[src/rtl/fetch_unit.sv]
`default_nettype none
// ============================================================================
//  Module      : fetch_unit
//  Description : Instruction-fetch stage. Owns the PC, issues word reads to a
//                1-cycle-latency instruction memory, buffers responses in a
//                prefetch FIFO and hands them to decode over valid/ready.
//                Redirects flush buffered and in-flight fetches.
//  Revision    : 1.0 - initial release
// ============================================================================
module fetch_unit #(
    parameter int                XLEN              = 32,
    parameter int                INSTRUCTION_WIDTH = 32,
    parameter int                IM_MEM_DEPTH      = 256,
    parameter int                FIFO_DEPTH        = 4,
    parameter logic [XLEN-1:0]   RESET_PC          = '0
) (
    input  logic                               clk,
    input  logic                               rstN,
    input  logic                               redirectValid,
    input  logic [XLEN-1:0]                    redirectPc,
    output logic                               imemReq,
    output logic [$clog2(IM_MEM_DEPTH)-1:0]    imemAddr,
    input  logic [INSTRUCTION_WIDTH-1:0]       imemData,
    output logic                               idValid,
    input  logic                               idReady,
    output logic [XLEN-1:0]                    idPc,
    output logic [INSTRUCTION_WIDTH-1:0]       idInstr,
    output logic [$clog2(FIFO_DEPTH):0]        fifoCount
);

    localparam int              c_ADDR_WIDTH = $clog2(IM_MEM_DEPTH);
    localparam int              c_PTR_WIDTH  = $clog2(FIFO_DEPTH);
    localparam int              c_CNT_WIDTH  = c_PTR_WIDTH + 1;
    localparam int              c_OCC_WIDTH  = c_CNT_WIDTH + 1;
    localparam logic [XLEN-1:0] c_ALIGN_MASK = ~XLEN'(3);

    logic [XLEN-1:0]              r_fetchPc;
    logic                         r_inflightValid;
    logic [XLEN-1:0]              r_inflightPc;
    logic [c_PTR_WIDTH-1:0]       r_rdPtr;
    logic [c_PTR_WIDTH-1:0]       r_wrPtr;
    logic [c_CNT_WIDTH-1:0]       r_count;
    logic [XLEN-1:0]              r_pcMem    [FIFO_DEPTH];
    logic [INSTRUCTION_WIDTH-1:0] r_instrMem [FIFO_DEPTH];

    logic                         w_pop;
    logic                         w_push;
    logic [c_OCC_WIDTH-1:0]       w_occupancy;
    logic [XLEN-1:0]              w_redirectTarget;

    // Handshake, issue decision and head-of-FIFO presentation
    always_comb begin
        w_redirectTarget = redirectPc & c_ALIGN_MASK;
        idValid          = (r_count != '0) && !redirectValid;
        w_pop            = idValid && idReady;
        w_push           = r_inflightValid && !redirectValid;
        // Slots that will be taken once the outstanding read lands, net of
        // the entry decode removes this cycle; a new read may only issue if
        // its response is guaranteed a slot.
        w_occupancy      = {1'b0, r_count} + c_OCC_WIDTH'(r_inflightValid)
                         - c_OCC_WIDTH'(w_pop);
        imemReq          = rstN && !redirectValid
                         && (w_occupancy < c_OCC_WIDTH'(FIFO_DEPTH));
        imemAddr         = r_fetchPc[c_ADDR_WIDTH+1:2];
        idPc             = r_pcMem[r_rdPtr];
        idInstr          = r_instrMem[r_rdPtr];
        fifoCount        = r_count;
    end

    // PC, outstanding-read tracking and FIFO bookkeeping; redirect wins over
    // push, pop and issue
    always_ff @(posedge clk) begin
        if (!rstN) begin
            r_fetchPc       <= RESET_PC;
            r_inflightValid <= 1'b0;
            r_inflightPc    <= '0;
            r_rdPtr         <= '0;
            r_wrPtr         <= '0;
            r_count         <= '0;
        end else if (redirectValid) begin
            r_fetchPc       <= w_redirectTarget;
            r_inflightValid <= 1'b0;
            r_rdPtr         <= '0;
            r_wrPtr         <= '0;
            r_count         <= '0;
        end else begin
            if (imemReq) begin
                r_inflightValid <= 1'b1;
                r_inflightPc    <= r_fetchPc;
                r_fetchPc       <= r_fetchPc + XLEN'(4);
            end else begin
                r_inflightValid <= 1'b0;
            end
            if (w_push) begin
                r_wrPtr <= r_wrPtr + c_PTR_WIDTH'(1);
            end
            if (w_pop) begin
                r_rdPtr <= r_rdPtr + c_PTR_WIDTH'(1);
            end
            r_count <= r_count + c_CNT_WIDTH'(w_push) - c_CNT_WIDTH'(w_pop);
        end
    end

    // Prefetch storage; cleared on reset so the presented head reads as zero
    always_ff @(posedge clk) begin
        if (!rstN) begin
            for (int i = 0; i < FIFO_DEPTH; i++) begin
                r_pcMem[i]    <= '0;
                r_instrMem[i] <= '0;
            end
        end else if (w_push) begin
            r_pcMem[r_wrPtr]    <= r_inflightPc;
            r_instrMem[r_wrPtr] <= imemData;
        end
    end

endmodule
`default_nettype wire

[config.mk]
export PLATFORM = sky130hd
export DESIGN_NAME = fetch_unit
export DESIGN_NICKNAME = d
export VERILOG_FILES = /design/src/rtl/fetch_unit.sv
export SDC_FILE = /design/constraint.sdc
export NUM_CORES = 1
export LEC_CHECK = 0
export CAP_MARGIN = 40
export CELL_PAD_IN_SITES_DETAIL_PLACEMENT = 0
export CELL_PAD_IN_SITES_GLOBAL_PLACEMENT = 1
export CORE_MARGIN = 2
export CORE_UTILIZATION = 35
export CTS_CLUSTER_DIAMETER = 150
export DETAILED_ROUTE_END_ITERATION = 6
export HOLD_SLACK_MARGIN = 0.06
export PLACE_DENSITY_LB_ADDON = 0.1
export SYNTH_ARGS = -nofsm -noshare
export SYNTH_HDL_FRONTEND = slang
export SYNTH_SLANG_ARGS = --single-unit
[constraint.sdc]
create_clock -name clk -period 11.46 [get_ports clk]
set_input_delay 1.719 -clock clk [delete_from_list [all_inputs] [get_ports clk]]
set_output_delay 1.719 -clock clk [all_outputs]
set_load 0.02 [all_outputs]
==> summary.txt <==
Register area share after synthesis: 64.8%
Hold crit path type: flop to flop
Pwr/cell area: 157 nW/um2
Vias post-DR: 8459
Area grow syn2layout: 24.2%
Final Skew: 0.0145 ns
Final period utilization: 66.5%
Mapped Cells: 1079
Die ar.: 40600 um2
Residual DRC: 0
Clock Sinks: 318
Gpl congestion: 0.746
Final ANT Viol Nets: 0
CP Capture Type: output pin
Starting DRT DRC Count: 421
FF+latch count, synth: 318
Status: finished clean
Critical path startpoint: redirectValid
Number of post-CTS setup repair buffers: 0
Slew margin rel.: 50.0%
GRT busiest layer: met2
Starting Density: 35.4%
Arrival time worst endpoint: 5.90 ns
Crit path max fanout: 18
Clk Latency, worst-skew pair: 0.53 ns
Vias in the first global route: 8997
Worst r2r src: fifoCount[2]
Setup TNS: 0 ns
CP peak stage delay: 0.80 ns
Worst-path cell chain: clkdlybuf4s50_1 -> nor3b_1 -> ha_1 -> inv_1 -> ha_1 -> and3b_2 -> o21a_1 -> o21ai_2 -> inv_1 -> clkdlybuf4s50_1
N_diodes: 0
Peak Freq: 131 MHz
M2 GR Usage: 28.7%
Resized Gates After CTS: 0
Yosys Warn Count: 0
CTS tree: built
Hold slack: 0.466 ns
GRT Residual Overflow: 0
RSZ-0062 raised after global routing: false
Post-Route WL: 33600 um
H-tree depth: 2
Nets@finish: 1281
Antenna violations before repair: 0
Fraction of registers with async set/reset: 0%
CTS clk-pin slew, worst paths: 0.06 ns
Via density: 4.83
Global Route Usage Sum: 17.0%
Hold-fix buffers at CTS: 0
Clk buf depth: 3
Max VDD drop: 67.9 uV
Number of flops mapped to enable cells by yosys: 248
Synth Cell Area: 13700 um2
Largest net degree at the start of global routing: 68
Startpoint types: input port
Total CTS buffers: 37
Overall die height: 202 um
Grt met1 use: 22.7%
Slew @ Worst Pin: 0.747 ns
Std-Cell Rows: 72
Top FF cell, synth: edfxtp_1
Core footprint: 38600 um2
GR Layer Usage met3: 2.77%
DR WL/cell: 19.2 um
HPWL reported at the end of detailed placement: 20200 um
Layout cells sized above 1: 13.6%
CTS Root Cell: clkbuf_16
Syn_area_per_cell: 12.7 um2
Maxcap violations: 0
Final setup fails: 0
CP Buf/Inv Count: 4
Die Wd: 202 um
Port Buffers: 140
Global-route wire length before repair: 53100 um
Io pins: 145
Final Slew Violations: 0
Worst Path Required: 9.74 ns
Final hold viol count: 0
Dominant delay contributor by cell family on the critical path: buffers and inverters
Leak: 6.17 nW
Netlist cell types: 56
Slowest-stage cell, CP: clkdlybuf4s50_1
DR pass1 iterations: 4
Critical path class: input port to output pin
Fillers: 3674
Minimum clock period: 7.62 ns
Worst Hold Launch: r_inflightPc[28]
power by group:
part,internal [W],switching (W),leakage [nW]
combinational,0.0000835,0.000100,2.42
sequential,0.00129,0.0000250,3.14
clock,0.000712,0.000462,0.600
tightest hold or removal path, cell delays in order (launching register included):
cell,delay (ns)
dfxtp_1,0.31
nand2_1,0.05
a21boi_0,0.06
routing by layer:
| layer | vias to the layer above | wire [um] |
|---|---|---|
| li1 | 4074 | - |
| met1 | 4146 | 15200 |
| met2 | 192 | 16300 |
| met3 | 47 | 1400 |
| met4 | 0 | 721 |
| met5 | - | 0 |
synthesized netlist by cell type (2+ instances only):
| cell type | n | area share (%) |
|---|---|---|
| mux4_2 | 62 | 10 |
| nand3_1 | 8 | 0.29 |
| a21oi_1 | 14 | 0.51 |
| ha_1 | 6 | 0.55 |
| a31oi_1 | 10 | 0.46 |
| nand2b_1 | 3 | 0.14 |
| and3_1 | 5 | 0.23 |
| nand2_1 | 136 | 3.7 |
| dlygate4sd1_1 | 2 | 0.13 |
| or4_1 | 5 | 0.27 |
| o211ai_1 | 8 | 0.44 |
| buf_1 | 5 | 0.14 |
| clkbuf_1 | 53 | 1.5 |
| edfxtp_1 | 248 | 55 |
| xnor2_1 | 11 | 0.71 |
| nor3b_1 | 2 | 0.11 |
| buf_4 | 10 | 0.55 |
| nor3_1 | 3 | 0.11 |
| and2_1 | 3 | 0.14 |
| a21boi_0 | 31 | 1.7 |
| inv_1 | 75 | 2.1 |
| o21ba_2 | 4 | 0.29 |
| o31ai_1 | 5 | 0.27 |
| xor2_1 | 11 | 0.71 |
| o2111ai_1 | 7 | 0.45 |
| nor4_1 | 3 | 0.14 |
| or3_1 | 5 | 0.23 |
| o21ai_0 | 40 | 1.5 |
| dfxtp_1 | 70 | 10 |
| nor2_1 | 198 | 5.4 |
| and4_1 | 2 | 0.13 |
| mux2i_1 | 2 | 0.15 |
| nand4_1 | 4 | 0.18 |
| buf_6 | 2 | 0.16 |
| buf_2 | 5 | 0.18 |
kinds of logic (layout without fill, tap and decap cells):
| group | Yosys count | after routing | share of synthesized area, % |
|---|---|---|---|
| compound gates | 125 | 125 | 5.96 |
| xor+xnor | 22 | 22 | 1.41 |
| mux | 64 | 64 | 10.4 |
| buf+inv | 152 | 307 | 4.68 |
| other cells | 1 | 2 | 0.0275 |
| fa+ha+maj | 7 | 7 | 0.696 |
| simple gates | 390 | 390 | 12.1 |
| flops | 318 | 318 | 64.8 |
path summary, 6_finish.rpt:
| path | endpoint | slack (ns) | depth (start not counted) |
|---|---|---|---|
| setup reg to reg | r_inflightPc[7] | 7.78 | 12 |
| hold reg to reg | r_inflightPc[28] | 0.47 | 2 |
| setup / recovery | imemReq | 3.84 | 10 |
| hold / removal | r_inflightPc[28] | 0.47 | 2 |
sequential cells by signal (all words and copies together) (netlist names), named ones only:
register         cells
r_instrMem         128
r_pcMem            120
r_fetchPc           30
r_inflightPc        30
fifoCount            3
r_rdPtr              2
r_wrPtr              2
r_inflightValid      1
placed cells by master, fill, tap and decap left out, drive strengths merged, types with 4 or more instances in the layout:
| cell | Yosys | final |
|---|---|---|
| and2 | 5 | 5 |
| or4 | 6 | 6 |
| nor2 | 199 | 199 |
| nand4 | 4 | 4 |
| xor2 | 11 | 11 |
| ha | 6 | 6 |
| a21boi | 31 | 31 |
| clkdlybuf4s50 | 0 | 139 |
| buf | 22 | 25 |
| bufinv | 0 | 4 |
| inv | 75 | 76 |
| mux4 | 62 | 62 |
| o31ai | 5 | 5 |
| and3 | 5 | 5 |
| clkbuf | 53 | 45 |
| xnor2 | 11 | 11 |
| clkinv | 0 | 16 |
| edfxtp | 248 | 248 |
| dfxtp | 70 | 70 |
| nand2b | 4 | 4 |
| nand2 | 136 | 136 |
| o2111ai | 7 | 7 |
| nor3 | 4 | 4 |
| nor4 | 4 | 4 |
| a21oi | 14 | 14 |
| a31oi | 10 | 10 |
| o21ai | 41 | 41 |
| or3 | 5 | 5 |
| o21ba | 4 | 4 |
| o211ai | 8 | 8 |
| nand3 | 8 | 8 |
area by class of cell:
cell class,instances,area [um2],area share (%)
flip-flops and latches,318,8850,52.2
multi-input cells,610,4230,24.9
repair buffers,164,1730,10.2
clock buffers,45,998,5.89
well taps,518,648,3.82
inverters,75,282,1.66
clock inverters,23,218,1.28
per-stage QoR:
step           cell area (um2)  power [W]  worst slack, ns  util, %  instances
2_1_floorplan            13700    0.00143             4.16        -       1080
3_3_place_gp             15500    0.00152             3.76     40.3       1676
3_5_place_dp             15700    0.00153             3.77     40.8       1685
6_report                 17000    0.00267             3.84     44.0       1753
4_1_cts                  17000    0.00271             3.75     44.0       1753
5_1_grt                  17000    0.00277             3.48     44.0       1753
No activity file was read; power rests on OpenSTA's default activity.
